<file path="src/rtl/serial_to_parallel_if.sv">
// Handshake bundle for the serial-to-parallel deserializer: serial input side and word output side.
interface serial_to_parallel_if #(
    parameter int unsigned WIDTH = 8
);
    logic             s_valid;
    logic             s_ready;
    logic             s_data;
    logic             s_sync;
    logic             m_valid;
    logic             m_ready;
    logic [WIDTH-1:0] m_data;
    logic             sync_err;

    modport slave (
        input  s_valid, s_data, s_sync, m_ready,
        output s_ready, m_valid, m_data, sync_err
    );

    modport master (
        output s_valid, s_data, s_sync, m_ready,
        input  s_ready, m_valid, m_data, sync_err
    );
endinterface

</file>
<file path="src/rtl/serial_to_parallel.sv">
// Deserializer: gathers 1-bit serial transfers into WIDTH-bit words behind a valid/ready output register.
module serial_to_parallel #(
    parameter int unsigned WIDTH     = 8,
    parameter bit          MSB_FIRST = 1'b0
) (
    input  logic                 i_clk,
    input  logic                 i_rst_n,
    serial_to_parallel_if.slave  bus
);
    localparam int unsigned CW = (WIDTH > 1) ? $clog2(WIDTH) : 1;

    logic [CW-1:0]    r_cnt;
    logic [WIDTH-1:0] r_shift;
    logic             r_m_valid;
    logic [WIDTH-1:0] r_m_data;
    logic             r_sync_err;

    logic             w_last;
    logic             w_s_ready;
    logic             w_in_xfer;
    logic [CW-1:0]    w_eff;
    logic [CW-1:0]    w_idx;
    logic             w_complete;
    logic [WIDTH-1:0] w_word;

    // Only the completing bit can stall, and only when the output is full and not draining.
    assign w_last     = (r_cnt == CW'(WIDTH - 1));
    assign w_s_ready  = !w_last || !r_m_valid || bus.m_ready;
    assign w_in_xfer  = bus.s_valid && w_s_ready;
    assign w_eff      = bus.s_sync ? CW'(0) : r_cnt;
    assign w_idx      = MSB_FIRST ? (CW'(WIDTH - 1) - w_eff) : w_eff;
    assign w_complete = w_in_xfer && (w_eff == CW'(WIDTH - 1));

    // Partial word with the incoming bit merged at its slot.
    always_comb begin
        w_word        = r_shift;
        w_word[w_idx] = bus.s_data;
    end

    always_ff @(posedge i_clk) begin
        if (!i_rst_n) begin
            r_cnt      <= '0;
            r_shift    <= '0;
            r_m_valid  <= 1'b0;
            r_m_data   <= '0;
            r_sync_err <= 1'b0;
        end else begin
            r_sync_err <= w_in_xfer && bus.s_sync && (r_cnt != CW'(0));
            if (r_m_valid && bus.m_ready) begin
                r_m_valid <= 1'b0;
            end
            if (w_in_xfer) begin
                if (w_complete) begin
                    r_m_data  <= w_word;
                    r_m_valid <= 1'b1;
                    r_cnt     <= '0;
                end else begin
                    r_shift <= w_word;
                    r_cnt   <= w_eff + CW'(1);
                end
            end
        end
    end

    assign bus.s_ready  = w_s_ready;
    assign bus.m_valid  = r_m_valid;
    assign bus.m_data   = r_m_data;
    assign bus.sync_err = r_sync_err;
endmodule

</file>
<file path="src/flat_wrapper.sv">
// flat-port wrapper written by rule: the top's interface ports become plain ports
module serial_to_parallel_flat 
#(
    parameter int unsigned WIDTH     = 8,
    parameter bit          MSB_FIRST = 1'b0
)
  (i_clk, i_rst_n, bus_s_valid, bus_s_data, bus_s_sync, bus_m_ready, bus_s_ready, bus_m_valid, bus_m_data, bus_sync_err);
  serial_to_parallel_if #(.WIDTH(WIDTH)) bus_i ();
  input  logic i_clk;
  input  logic i_rst_n;
  input wire logic [$bits(bus_i.s_valid)-1:0] bus_s_valid;
  input wire logic [$bits(bus_i.s_data)-1:0] bus_s_data;
  input wire logic [$bits(bus_i.s_sync)-1:0] bus_s_sync;
  input wire logic [$bits(bus_i.m_ready)-1:0] bus_m_ready;
  output wire logic [$bits(bus_i.s_ready)-1:0] bus_s_ready;
  output wire logic [$bits(bus_i.m_valid)-1:0] bus_m_valid;
  output wire logic [$bits(bus_i.m_data)-1:0] bus_m_data;
  output wire logic [$bits(bus_i.sync_err)-1:0] bus_sync_err;
  assign bus_i.s_valid = bus_s_valid;
  assign bus_i.s_data = bus_s_data;
  assign bus_i.s_sync = bus_s_sync;
  assign bus_i.m_ready = bus_m_ready;
  assign bus_s_ready = bus_i.s_ready;
  assign bus_m_valid = bus_i.m_valid;
  assign bus_m_data = bus_i.m_data;
  assign bus_sync_err = bus_i.sync_err;
  serial_to_parallel #(.WIDTH(WIDTH), .MSB_FIRST(MSB_FIRST)) u_core (.i_clk(i_clk), .i_rst_n(i_rst_n), .bus(bus_i));
endmodule
</file>
<file path="config.mk">
export PLATFORM = sky130hd
export DESIGN_NAME = serial_to_parallel_flat
export DESIGN_NICKNAME = d
export VERILOG_FILES = /design/src/rtl/serial_to_parallel_if.sv /design/src/rtl/serial_to_parallel.sv /design/src/flat_wrapper.sv
export SDC_FILE = /design/constraint.sdc
export NUM_CORES = 1
export LEC_CHECK = 0
export ABC_AREA = 1
export BUFFER_PORTS_ARGS = -buffer_cell sky130_fd_sc_hd__buf_4
export CAP_MARGIN = 40
export CORE_MARGIN = 2
export CORE_UTILIZATION = 62
export CTS_BUF_LIST = sky130_fd_sc_hd__clkbuf_8
export DETAILED_ROUTE_END_ITERATION = 6
export PLACE_DENSITY = 0.87
export SLEW_MARGIN = 20
export SYNTH_ARGS = -nofsm -noshare
export SYNTH_HDL_FRONTEND = slang
export SYNTH_SLANG_ARGS = --single-unit
</file>
<file path="constraint.sdc">
create_clock -name i_clk -period 3.25 [get_ports i_clk]
set_clock_uncertainty 0.2 [all_clocks]
set_input_delay 0.65 -clock i_clk [delete_from_list [all_inputs] [get_ports i_clk]]
set_output_delay 0.65 -clock i_clk [all_outputs]
set_load 0.01 [all_outputs]
</file>
==> results of run 1 <==
==> worst min-delay path: cells and delay by family (launching register included) <==
family,cells,cell delay [ps]
DFF,1,310
and+or+nand+nor,2,70
buffers and inverters,2,90
==> state kept, by name, indices dropped and copies added, names as in the netlist <==
register / count
u_core.r_shift: 8
u_core.bus.m_valid: 1
u_core.r_cnt: 3
u_core.bus.sync_err: 1
u_core.bus.m_data: 8
==> cells in the final DEF (no fill, tap or decap), drive strengths merged, types with 2 or more instances in the layout <==
master,synthesis,layout
nor2,38,38
clkbuf,1,3
nand4,3,3
a21oi,2,2
nand3,9,9
buf,4,16
nand2,63,63
dfxtp,21,21
inv,34,34
o21ai,3,3
ha,2,2
==> path summary, 6_finish.rpt <==
kind                             start                   end  slack, ps  cells after the start
setup / recovery           bus_m_ready           bus_s_ready       1130                      6
hold / removal    u_core.bus.m_data[1]  u_core.bus.m_data[1]        310                      4
setup reg to reg       u_core.r_cnt[0]     u_core.r_shift[6]       1230                      9
hold reg to reg   u_core.bus.m_data[1]  u_core.bus.m_data[1]        310                      4
==> metal layers <==
| layer | global-route usage [%] | routed length [um] |
|---|---|---|
| met5 | 0 | 0 |
| met4 | 6.667 | 17 |
| met3 | 2.308 | 132 |
| met2 | 37.84 | 1062 |
| met1 | 34.19 | 1096 |
==> final cells by class <==
type	instances	area, um2	share of cell area (%)
clock inverter	1	5.005	0.3839
sequential	21	420.4	32.25
timing repair buffer	16	120.1	9.213
tap	25	31.28	2.399
inverter	34	127.6	9.789
clock buffer	3	41.29	3.167
multi-input combinational	123	558.0	42.80
==> cell families after synthesis <==
logic type / count (synthesis)
DFF: 21
buffers and inverters: 39
adders and majority gates: 2
and+or+nand+nor: 114
AOI/OAI and AO/OA: 7
==> power breakdown <==
part	total, uW	switching (uW)	internal (uW)
sequential	271	5.82	266
combinational	58.6	38.5	20.1
clock	169	83.7	85.3
total	499	128	371
==> per-stage QoR <==
| step | utilization (%) | power [uW] |
|---|---|---|
| floorplan | - | 321.1 |
| global placement | 72.04 | 332.1 |
| detailed placement | 72.04 | 334.0 |
| CTS | 74.70 | 500.1 |
| global route | 74.70 | 523.9 |
| finish | 74.70 | 499.1 |
==> results_tabular.tex, run 1 <==
\begin{tabular}{lr}
\hline
Metric & Value \\
\hline
\multicolumn{2}{l}{\textbf{Status}} \\
\quad Result of the run & completed \\
\multicolumn{2}{l}{\textbf{Critical path}} \\
\quad Critical-path top delay cell & sky130\_fd\_sc\_hd\_\_nor2\_2 \\
\quad Critical path required time & 2400 ps \\
\quad Category of cells accounting for the largest share of critical-path delay & buffers and inverters \\
\quad Critical path buffers and inverters & 4 \\
\quad Maximum net fanout on the critical path & 3 \\
\quad Type of element capturing the critical path & primary output \\
\quad Arrival time reported for the critical path endpoint & 1270 ps \\
\quad Cells along the critical path & buf\_4 > inv\_1 > nand2\_1 > nor2\_2 > inv\_1 > buf\_4 \\
\quad Crit path largest cell delay & 190 ps \\
\quad Worst Path Class, Setup & primary input to primary output \\
\quad Nature of the critical path startpoint & primary input \\
\multicolumn{2}{l}{\textbf{Yosys}} \\
\quad Cell type contributing the most total cell area after synthesis & sky130\_fd\_sc\_hd\_\_dfxtp\_1 \\
\quad Flip-flop and latch count after synthesis & 21 \\
\quad Synth Net Count & 191 \\
\quad Post-synth EDFFs & 0 \\
\quad Leading cell type by number of instances after synthesis & sky130\_fd\_sc\_hd\_\_nand2\_1 \\
\quad Ranking of synthesized cells by instance count & sky130\_fd\_sc\_hd\_\_nand2\_1 (58), sky130\_fd\_sc\_hd\_\_nor2\_1 (35), sky130\_fd\_sc\_hd\_\_inv\_1 (34) \\
\quad Post-Synthesis Cells & 183 \\
\quad Combinational family with the most area after synthesis & simple AND/OR/NAND/NOR gates \\
\quad Simple-gate share of the synthesized area & 42.41\% \\
\quad Xor and xnor area share after synthesis & 0\% \\
\quad Combined area of all synthesized cells & 0.001162 mm2 \\
\quad Multiplexer fraction of the synthesized cell area & 0\% \\
\quad Area share of the largest cell type after synthesis & 36.17\% \\
\quad Dominant synthesized flop cell & sky130\_fd\_sc\_hd\_\_dfxtp\_1 \\
\quad Post-synthesis sequential area ratio & 36.17\% \\
\quad Synthesized-area fraction occupied by ao, oa, aoi and oai cells & 3.445\% \\
\quad Unique cell type count in the Yosys netlist & 22 \\
\quad Synth area leaders & sky130\_fd\_sc\_hd\_\_dfxtp\_1 (36\%), sky130\_fd\_sc\_hd\_\_nand2\_1 (19\%), sky130\_fd\_sc\_hd\_\_nor2\_1 (11\%) \\
\quad Number of warnings issued by yosys & 0 \\
\quad FFs w/ async S/R, synth & 0\% \\
\quad Synth Area per Inst & 6.352 um2 \\
\quad Synth Area in Adders & 2.153\% \\
\multicolumn{2}{l}{\textbf{Detailed routing}} \\
\quad ANT nets after route & 0 \\
\quad DR iter-0 viols & 44 \\
\quad Via count normalized by instance count & 4.915 \\
\quad Vias after detailed routing & 1,096 \\
\quad Total Wirelength & 2309 um \\
\quad Iteration count of the initial detailed-routing pass & 4 \\
\quad Drt drc & 0 \\
\quad Mean routed wirelength per cell & 10.35 um \\
\multicolumn{2}{l}{\textbf{Global route}} \\
\quad Via count of the first global-routing pass & 866 \\
\quad Number of antenna violations at the first check in global routing & 0 \\
\quad Wire length of the first global-routing pass & 3795 um \\
\quad Tot GR Track Use & 23.81\% \\
\quad Maximum number of pins on one net before global-route repair & 21 \\
\quad Total congestion overflow & 0 \\
\multicolumn{2}{l}{\textbf{Layout}} \\
\quad Layout cells sized above 1 & 14.65\% \\
\quad Count of inserted antenna diode cells & 0 \\
\quad Final \#Nets & 207 \\
\quad Layout Cells excl Fill & 223 \\
\quad Filler Cell Count & 145 \\
\quad Layout overhead on the synthesized area & 12.16\% \\
\quad Area of all placed cells without fillers & 0.001304 mm2 \\
\multicolumn{2}{l}{\textbf{Clocking}} \\
\quad Root buffer selected by CTS & sky130\_fd\_sc\_hd\_\_clkbuf\_8 \\
\quad TritonCTS clock tree & yes \\
\quad Setup Buffers After CTS & 0 \\
\quad Longest Clk Path Bufs & 2 \\
\quad Number of clock sinks & 21 \\
\quad Hold-fix buffers, CTS & 0 \\
\quad Post-CTS sizing & 0 \\
\quad H-tree levels & 1 \\
\quad Clock insertion delay at the later pin of the skew report & 260 ps \\
\quad Clock slew seen by the registers of the worst setup and hold paths & 80 ps \\
\quad Number of buffers inserted during clock tree synthesis & 3 \\
\multicolumn{2}{l}{\textbf{Placed design}} \\
\quad Count of buffers inserted at the top-level ports & 16 \\
\quad Placer's final routability congestion estimate & 1.027 \\
\quad Post-DP HPWL & 1575 um \\
\quad Worst setup slack before clock tree synthesis & 1012 ps \\
\quad Placed inst area & 0.001257 mm2 \\
\quad Placed cell count & 219 \\
\multicolumn{2}{l}{\textbf{Die}} \\
\quad Total I/O pin count & 17 \\
\quad Core ar. & 0.001745 mm2 \\
\quad Starting density of the core & 66.59\% \\
\quad \# rows & 15 \\
\quad Die W & 47.30 um \\
\quad Die span in y & 47.30 um \\
\quad Die area & 0.002237 mm2 \\
\multicolumn{2}{l}{\textbf{STA}} \\
\quad Final critical path time including I/O delays and setup & 2115 ps \\
\quad Final-report max-slew violation count & 0 \\
\quad Slew @ Worst Pin & 392.3 ps \\
\quad Worst slew slack as a fraction of its limit & 73.80\% \\
\quad Finish-stage setup viols & 0 \\
\quad Unrepaired setup endpoints after global routing & no \\
\quad Final hold slack & 310.4 ps \\
\quad Final worst-path setup slack & 1135 ps \\
\quad Total Negative Setup Slacks & 0 ps \\
\quad FMAX & 472.7 MHz \\
\quad Final Hold Viols & 0 \\
\quad Fin crit share & 65.09\% \\
\multicolumn{2}{l}{\textbf{Power}} \\
\quad Worst IR drop on VDD & 0.0003083 V \\
\quad Power density over the cells & 382.8 mW/mm2 \\
\quad Pleak & 0.0007117 uW \\
\multicolumn{2}{l}{\textbf{Flow run}} \\
\quad Number of max-capacitance violations reported & 0 \\
\multicolumn{2}{l}{\textbf{Worst hold path}} \\
\quad Class of the worst hold path & register to register \\
\hline
\end{tabular}
(Power assumes the default switching activity.)
==> inputs of run 2 (changes only) <==
- CORE_UTILIZATION: 62 -> 52
- PLACE_DENSITY: 0.87 -> 0.78
- clock period: 3.25 -> 1.91 ns (I/O delays scaled with it)
==> run 2 against run 1 <==
Power increased by 70%. Worst hold slack lost 150 ps. Sequential cell count unchanged. First-iteration DRC count is 68% lower. Non-clock buffer count up 6. Combinational power grew 86%. Largest power group unchanged.
==> results_tabular.tex, run 2 (synthesized netlist as in run 1, its figures left out) <==
\begin{tabular}{lr}
\hline
Metric & Value \\
\hline
\multicolumn{2}{l}{\textbf{Layout}} \\
\quad Final \#Nets & 213 (+2.9\%) \\
\quad Count of inserted antenna diode cells & 0 (unchanged) \\
\quad Commonest non-fill, non-tap cell in the layout & sky130\_fd\_sc\_hd\_\_nand2\_1 \\
\quad Layout overhead on the synthesized area & 16.25\% \\
\quad Layout Cells excl Fill & 232 (+4.0\%) \\
\quad Layout cells sized above 1 & 16.67\% (+2.0 points) \\
\quad Most used cells in the layout excluding fill and tap cells & sky130\_fd\_sc\_hd\_\_nand2\_1 (58), sky130\_fd\_sc\_hd\_\_inv\_1 (35), sky130\_fd\_sc\_hd\_\_nor2\_1 (35) \\
\quad Area of all placed cells without fillers & 0.001351 mm2 (+3.6\%) \\
\quad Filler Cell Count & 212 (+46\%) \\
\multicolumn{2}{l}{\textbf{Critical path}} \\
\quad Number of gates on the worst path with buffers counted & 5 (-1) \\
\quad Cells along the critical path & buf\_4 > nand3\_2 > nor2\_2 > inv\_1 > buf\_4 \\
\quad Maximum net fanout on the critical path & 7 (+4) \\
\quad Worst Path Class, Setup & register to primary output \\
\quad Most frequent CP cell & sky130\_fd\_sc\_hd\_\_buf\_4 \\
\quad Crit path largest cell delay & 330 ps (+140 ps) \\
\quad Logic depth of the worst register-to-register path & 8 (-1) \\
\quad Critical path buffers and inverters & 3 (-1) \\
\quad Arrival time reported for the critical path endpoint & 1170 ps (-100 ps) \\
\quad Worst reg-to-reg setup slack & 240 ps (-990 ps) \\
\quad Critical path required time & 1330 ps (-1070 ps) \\
\quad Worst reg2reg path endpoint & u\_core.r\_shift[0] \\
\quad Reg-to-reg startpoint & u\_core.r\_cnt[0] \\
\quad Category of cells accounting for the largest share of critical-path delay & buffers and inverters \\
\quad Critical-path top delay cell & sky130\_fd\_sc\_hd\_\_dfxtp\_1 \\
\quad Nature of the critical path startpoint & register \\
\quad Type of element capturing the critical path & primary output \\
\multicolumn{2}{l}{\textbf{Clocking}} \\
\quad Root buffer selected by CTS & sky130\_fd\_sc\_hd\_\_clkbuf\_8 \\
\quad Clock insertion delay at the later pin of the skew report & 250 ps (about the same) \\
\quad Setup Buffers After CTS & 0 (unchanged) \\
\quad Clock slew seen by the registers of the worst setup and hold paths & 70 ps (about the same) \\
\quad Number of clock sinks & 21 (unchanged) \\
\quad H-tree levels & 1 (unchanged) \\
\quad Longest Clk Path Bufs & 2 (unchanged) \\
\quad Post-CTS sizing & 0 (unchanged) \\
\quad Hold-fix buffers, CTS & 0 (unchanged) \\
\quad TritonCTS clock tree & yes \\
\quad Number of buffers inserted during clock tree synthesis & 3 (unchanged) \\
\multicolumn{2}{l}{\textbf{Die}} \\
\quad \# rows & 17 (+2) \\
\quad Die span in y & 51.28 um (+8.4\%) \\
\quad Total I/O pin count & 17 (unchanged) \\
\quad Core ar. & 0.002170 mm2 (+24\%) \\
\quad Die area & 0.002630 mm2 (+18\%) \\
\quad Starting density of the core & 53.58\% (-13 points) \\
\quad Die W & 51.28 um (+8.4\%) \\
\multicolumn{2}{l}{\textbf{Detailed routing}} \\
\quad Via count normalized by instance count & 4.608 (-6.2\%) \\
\quad Drt drc & 0 (unchanged) \\
\quad DR iter-0 viols & 14 (-68\%) \\
\quad Vias after detailed routing & 1,069 (-2.5\%) \\
\quad Total Wirelength & 2259 um (-2.2\%) \\
\quad Mean routed wirelength per cell & 9.737 um (-6.0\%) \\
\quad Iteration count of the initial detailed-routing pass & 4 (unchanged) \\
\quad ANT nets after route & 0 (unchanged) \\
\multicolumn{2}{l}{\textbf{Power}} \\
\quad Worst IR drop on VDD & 0.0003663 V (+19\%) \\
\quad Total power draw & 849.1 uW (+70\%) \\
\quad Switching component of the power & 213.8 uW (+67\%) \\
\quad Share of total power in combinational logic & 12.9\% (+1.1 points) \\
\quad Pleak & 0.0007438 uW (+4.5\%) \\
\quad Clock share of power & 33.2\% (-0.7 points) \\
\quad Cell Int Power & 635.3 uW (+71\%) \\
\quad Net switching share of the total power & 25.18\% (-0.48 points) \\
\quad Power density over the cells & 628.4 mW/mm2 (+64\%) \\
\quad Power share of the sequential group & 53.9\% (-0.5 points) \\
\multicolumn{2}{l}{\textbf{STA}} \\
\quad Final Hold Viols & 0 (unchanged) \\
\quad Fin crit share & 91.76\% \\
\quad Final hold slack & 164.4 ps (-146.0 ps) \\
\quad Final critical path time including I/O delays and setup & 1753 ps \\
\quad Worst slew slack as a fraction of its limit & 76.92\% (+3.1 points) \\
\quad Total Negative Setup Slacks & 0 ps (unchanged) \\
\quad FMAX & 570.6 MHz \\
\quad Unrepaired setup endpoints after global routing & no \\
\quad Slew @ Worst Pin & 345.5 ps (-46.79 ps) \\
\quad Final-report max-slew violation count & 0 (unchanged) \\
\quad Finish-stage setup viols & 0 (unchanged) \\
\multicolumn{2}{l}{\textbf{Worst hold path}} \\
\quad Endpoint with the worst hold slack & u\_core.r\_cnt[0] \\
\quad Class of the worst hold path & primary input to register \\
\quad Worst hold path stage count & 3 (-1) \\
\quad Origin of the worst min-delay path & bus\_s\_valid \\
\multicolumn{2}{l}{\textbf{Placed design}} \\
\quad Placer's final routability congestion estimate & 0.8557 (-17\%) \\
\quad Count of buffers inserted at the top-level ports & 16 (unchanged) \\
\quad Post-DP HPWL & 1666 um (+5.7\%) \\
\quad Placed inst area & 0.001306 mm2 (+3.9\%) \\
\quad Placed cell count & 228 (+4.1\%) \\
\multicolumn{2}{l}{\textbf{Global route}} \\
\quad Maximum number of pins on one net before global-route repair & 21 (unchanged) \\
\quad Tot GR Track Use & 19.03\% (-4.8 points) \\
\quad Number of antenna violations at the first check in global routing & 0 (unchanged) \\
\quad Wire length of the first global-routing pass & 3864 um (+1.8\%) \\
\quad Total congestion overflow & 0 (unchanged) \\
\quad Via count of the first global-routing pass & 985 (+14\%) \\
\multicolumn{2}{l}{\textbf{Flow run}} \\
\quad Number of max-capacitance violations reported & 0 (unchanged) \\
\multicolumn{2}{l}{\textbf{Status}} \\
\quad Result of the run & completed \\
\hline
\end{tabular}
-- run 2: stage by stage --
step | util [%] | worst slack [ps]
floorplan | - | 110.7
global placement | 60.21 | 107.2
detailed placement | 60.21 | 55.85
CTS | 62.28 | 147.9
global route | 62.28 | 61.57
finish | 62.28 | 157.4
-- run 2: how the worst max path moves through the flow --
stage,end,from
after floorplan,u_core.r_shift[5],u_core.r_cnt[0]
after global placement,u_core.r_shift[4],bus_s_sync
after detailed placement,u_core.r_shift[2],bus_s_sync
after CTS,bus_s_ready,u_core.r_cnt[1]
after global routing,bus_s_ready,u_core.r_cnt[2]
final,bus_s_ready,u_core.r_cnt[1]
-- run 2: area by class of cell --
type	instances	area, um2	share of cell area, %
clock buffers	3	41.29	3.056
clock inverters	1	3.754	0.2778
inverters	34	127.6	9.444
multi-input cells	123	558.0	41.30
flip-flops and latches	21	420.4	31.11
well taps	28	35.03	2.593
repair buffers	22	165.2	12.22
-- run 2: worst reg2reg max path, cell delays in order (launching register included) --
cell,delay (ps)
sky130_fd_sc_hd__dfxtp_1,310
sky130_fd_sc_hd__inv_1,120
sky130_fd_sc_hd__nor2_4,50
sky130_fd_sc_hd__ha_1,190
sky130_fd_sc_hd__ha_1,200
sky130_fd_sc_hd__inv_1,150
sky130_fd_sc_hd__nand2_4,140
sky130_fd_sc_hd__nor2_1,140
sky130_fd_sc_hd__nor2_1,60
-- run 2: power by group through the flow --
stage,clock network (uW),registers [uW],logic (uW)
6_report,282,458,109
5_1_grt,300,459,124
3_5_place_dp,0,468,108
4_1_cts,288,458,109
2_1_floorplan,0,469,77.9
3_3_place_gp,0,468,106
-- run 2: metal layers --
layer  part of all wire [%]  track usage, %  up-vias
li1                       -               -      580
met1                     48           23.45      457
met2                     46           33.12       30
met3                    4.6           2.047        2
met4                   0.75           8.772        0
met5                      0               0        -
==> inputs of run 3 (changes only) <==
--- a/config.mk
+++ b/config.mk
@@ -11,6 +11,5 @@
 export CORE_MARGIN = 2
-export CORE_UTILIZATION = 52
-export CTS_BUF_LIST = sky130_fd_sc_hd__clkbuf_8
+export CORE_UTILIZATION = 50
 export DETAILED_ROUTE_END_ITERATION = 6
-export PLACE_DENSITY = 0.78
+export PLACE_DENSITY = 0.75
 export SLEW_MARGIN = 20
==> constraint.sdc (replaced) <==
create_clock -name i_clk -period 1.91 [get_ports i_clk]
set_clock_uncertainty 0.2 [all_clocks]
set_input_delay 0.2865 -clock i_clk [delete_from_list [all_inputs] [get_ports i_clk]]
set_output_delay 0.2865 -clock i_clk [all_outputs]
set_load 0.01 [all_outputs]
==> run 3 against run 2 <==
Wire length is 3.4% lower. Sequential power hardly changed. Via count is 1.0% lower. Largest cell class unchanged. Count of clock-buffer cells in the layout stayed put. Utilization is 2.7 points lower. Critical path depth stayed put. Cell area is 2.4% lower. Highest routed layer unchanged. Register-to-register slack worse by 60 ps. Critical path type unchanged. Sequential cell count stayed put. Combinational power hardly changed. Worst setup slack better by 21 ps. Worst hold slack worse by 150 ps.
==> results_tabular.tex, run 3 (synthesized netlist as in run 1, its figures left out) <==
\begin{tabular}{lr}
\hline
Metric & Value \\
\hline
\multicolumn{2}{l}{\textbf{Clocking}} \\
\quad Number of clock sinks & 21 (unchanged) \\
\quad TritonCTS clock tree & yes \\
\quad Number of buffers inserted during clock tree synthesis & 3 (unchanged) \\
\quad Clock insertion delay at the later pin of the skew report & 300 ps (+50 ps) \\
\quad Post-CTS sizing & 0 (unchanged) \\
\quad Setup Buffers After CTS & 0 (unchanged) \\
\quad H-tree levels & 1 (unchanged) \\
\quad Root buffer selected by CTS & sky130\_fd\_sc\_hd\_\_clkbuf\_4 \\
\quad Longest Clk Path Bufs & 2 (unchanged) \\
\quad Clock slew seen by the registers of the worst setup and hold paths & 110 ps (+40 ps) \\
\quad Hold-fix buffers, CTS & 0 (unchanged) \\
\multicolumn{2}{l}{\textbf{Global route}} \\
\quad Via count of the first global-routing pass & 987 (+0.20\%) \\
\quad Total congestion overflow & 0 (unchanged) \\
\quad Wire length of the first global-routing pass & 3919 um (+1.4\%) \\
\quad Tot GR Track Use & 19.01\% (about the same) \\
\quad Maximum number of pins on one net before global-route repair & 21 (unchanged) \\
\quad Number of antenna violations at the first check in global routing & 0 (unchanged) \\
\multicolumn{2}{l}{\textbf{STA}} \\
\quad Unrepaired setup endpoints after global routing & no \\
\quad Worst slew slack as a fraction of its limit & 72.14\% (-4.8 points) \\
\quad Final critical path time including I/O delays and setup & 1732 ps (-20.59 ps) \\
\quad Fin crit share & 90.68\% (-1.1 points) \\
\quad Final-report max-slew violation count & 0 (unchanged) \\
\quad Finish-stage setup viols & 0 (unchanged) \\
\quad Slew @ Worst Pin & 417.0 ps (+71.50 ps) \\
\quad Final Hold Viols & 0 (unchanged) \\
\quad Final hold slack & 18.21 ps (-146.2 ps) \\
\quad Total Negative Setup Slacks & 0 ps (unchanged) \\
\quad FMAX & 577.4 MHz (+1.2\%) \\
\multicolumn{2}{l}{\textbf{Critical path}} \\
\quad Category of cells accounting for the largest share of critical-path delay & buffers and inverters \\
\quad Crit path largest cell delay & 350 ps (+20 ps) \\
\quad Nature of the critical path startpoint & register \\
\quad Most frequent CP cell & sky130\_fd\_sc\_hd\_\_buf\_4 \\
\quad Critical path required time & 1420 ps (+90 ps) \\
\quad Cells along the critical path & buf\_4 > nand3\_2 > nor2\_2 > inv\_1 > buf\_4 \\
\quad Maximum net fanout on the critical path & 7 (unchanged) \\
\quad Type of element capturing the critical path & primary output \\
\quad Arrival time reported for the critical path endpoint & 1250 ps (+80 ps) \\
\quad Critical path buffers and inverters & 3 (unchanged) \\
\quad Critical-path top delay cell & sky130\_fd\_sc\_hd\_\_dfxtp\_1 \\
\quad Worst Path Class, Setup & register to primary output \\
\multicolumn{2}{l}{\textbf{Detailed routing}} \\
\quad Via count normalized by instance count & 4.600 (-0.17\%) \\
\quad Vias after detailed routing & 1,058 (-1.0\%) \\
\quad Mean routed wirelength per cell & 9.491 um (-2.5\%) \\
\quad Iteration count of the initial detailed-routing pass & 4 (unchanged) \\
\quad Total Wirelength & 2183 um (-3.4\%) \\
\quad Drt drc & 0 (unchanged) \\
\quad ANT nets after route & 0 (unchanged) \\
\quad DR iter-0 viols & 24 (+10) \\
\multicolumn{2}{l}{\textbf{Layout}} \\
\quad Layout Cells excl Fill & 230 (-0.86\%) \\
\quad Commonest non-fill, non-tap cell in the layout & sky130\_fd\_sc\_hd\_\_nand2\_1 \\
\quad Most used cells in the layout excluding fill and tap cells & sky130\_fd\_sc\_hd\_\_nand2\_1 (58), sky130\_fd\_sc\_hd\_\_nor2\_1 (35), sky130\_fd\_sc\_hd\_\_inv\_1 (34) \\
\quad Layout overhead on the synthesized area & 13.45\% \\
\quad Final \#Nets & 211 (-0.94\%) \\
\quad Count of inserted antenna diode cells & 0 (unchanged) \\
\quad Layout cells sized above 1 & 16.34\% (-0.33 points) \\
\multicolumn{2}{l}{\textbf{Power}} \\
\quad Power density over the cells & 591.3 mW/mm2 (-5.9\%) \\
\quad Worst IR drop on VDD & 0.0003876 V (+5.8\%) \\
\quad Pleak & 0.0007243 uW (-2.6\%) \\
\multicolumn{2}{l}{\textbf{Placed design}} \\
\quad Count of buffers inserted at the top-level ports & 16 (unchanged) \\
\quad Placer's final routability congestion estimate & 0.8981 (+5.0\%) \\
\quad Post-DP HPWL & 1636 um (-1.8\%) \\
\quad Placed cell count & 226 (-0.88\%) \\
\multicolumn{2}{l}{\textbf{Die}} \\
\quad Total I/O pin count & 17 (unchanged) \\
\quad Die area & 0.002726 mm2 (+3.7\%) \\
\quad Core ar. & 0.002212 mm2 (+2.0\%) \\
\quad Die W & 52.22 um (+1.8\%) \\
\quad \# rows & 17 (unchanged) \\
\quad Die span in y & 52.22 um (+1.8\%) \\
\quad Starting density of the core & 52.55\% (-1.0 points) \\
\multicolumn{2}{l}{\textbf{Status}} \\
\quad Result of the run & completed \\
\multicolumn{2}{l}{\textbf{Worst hold path}} \\
\quad Class of the worst hold path & primary input to register \\
\multicolumn{2}{l}{\textbf{Flow run}} \\
\quad Number of max-capacitance violations reported & 0 (unchanged) \\
\hline
\end{tabular}
-- run 3: cell types whose count changed in the layout (fill, tap and decap cells not counted) --
cell / before / now
sky130_fd_sc_hd__buf_4: 22 / 20
sky130_fd_sc_hd__clkbuf_4: 0 / 3
sky130_fd_sc_hd__clkbuf_8: 3 / 0
sky130_fd_sc_hd__clkinv_2: 0 / 1
sky130_fd_sc_hd__inv_1: 35 / 34
-- run 3: path summary, 6_finish.rpt --
check,depth (start not counted),slack [ps],startpoint,endpoint
max,5,180,u_core.r_cnt[1],bus_s_ready
min,3,20,bus_s_valid,u_core.r_cnt[0]
max reg2reg,8,180,u_core.r_cnt[2],u_core.r_shift[7]
min reg2reg,4,320,u_core.bus.m_data[4],u_core.bus.m_data[4]
-- run 3: routing by layer --
metal,global-route usage [%],vias to the layer above,part of all wire [%],wire [um]
met5,0,-,0,0
met4,6.838,0,1.3,29
met3,2.857,4,2.8,61
met2,33.12,12,47,1031
met1,23.67,465,49,1062
li1,-,577,-,-
-- run 3: area by class of cell --
| type | instances | area [um2] |
|---|---|---|
| fill | 217 | 893.4 |
| tap | 28 | 35.03 |
| clock inverter | 1 | 5.005 |
| timing repair buffer | 20 | 150.1 |
| inverter | 34 | 127.6 |
| sequential | 21 | 420.4 |
| clock buffer | 3 | 22.52 |
| multi-input combinational | 123 | 558.0 |
-- run 3: power breakdown --
part | leakage, uW | total (uW) | internal (uW) | switching (uW)
Combinational | 0.000535 | 107 | 39.1 | 67.7
Sequential | 0.000171 | 458 | 452 | 5.72
Clock | 0.0000177 | 215 | 78.1 | 137
-- run 3: worst register-to-register path, cell delays in order (launching register included) --
cell                      delay (ps)
sky130_fd_sc_hd__dfxtp_1         460
sky130_fd_sc_hd__inv_1            60
sky130_fd_sc_hd__nor2_1          160
sky130_fd_sc_hd__ha_1            270
sky130_fd_sc_hd__inv_1           130
sky130_fd_sc_hd__nand2_4         170
sky130_fd_sc_hd__nand2_1          80
sky130_fd_sc_hd__nand2_1          70
sky130_fd_sc_hd__nor2_1           40
-- run 3: per-stage QoR --
step / worst slack, ps / instance area, um2 / util [%] / total power (uW)
final: 178.0 / 1319 / 59.62 / 779.8
after global routing: 26.32 / 1319 / 59.62 / 817.5
after CTS: 156.9 / 1319 / 59.62 / 787.6
after detailed placement: 62.62 / 1291 / 58.37 / 574.3
after global placement: 128.5 / 1291 / 58.37 / 572.5
after floorplan: 110.7 / 1162 / - / 546.4
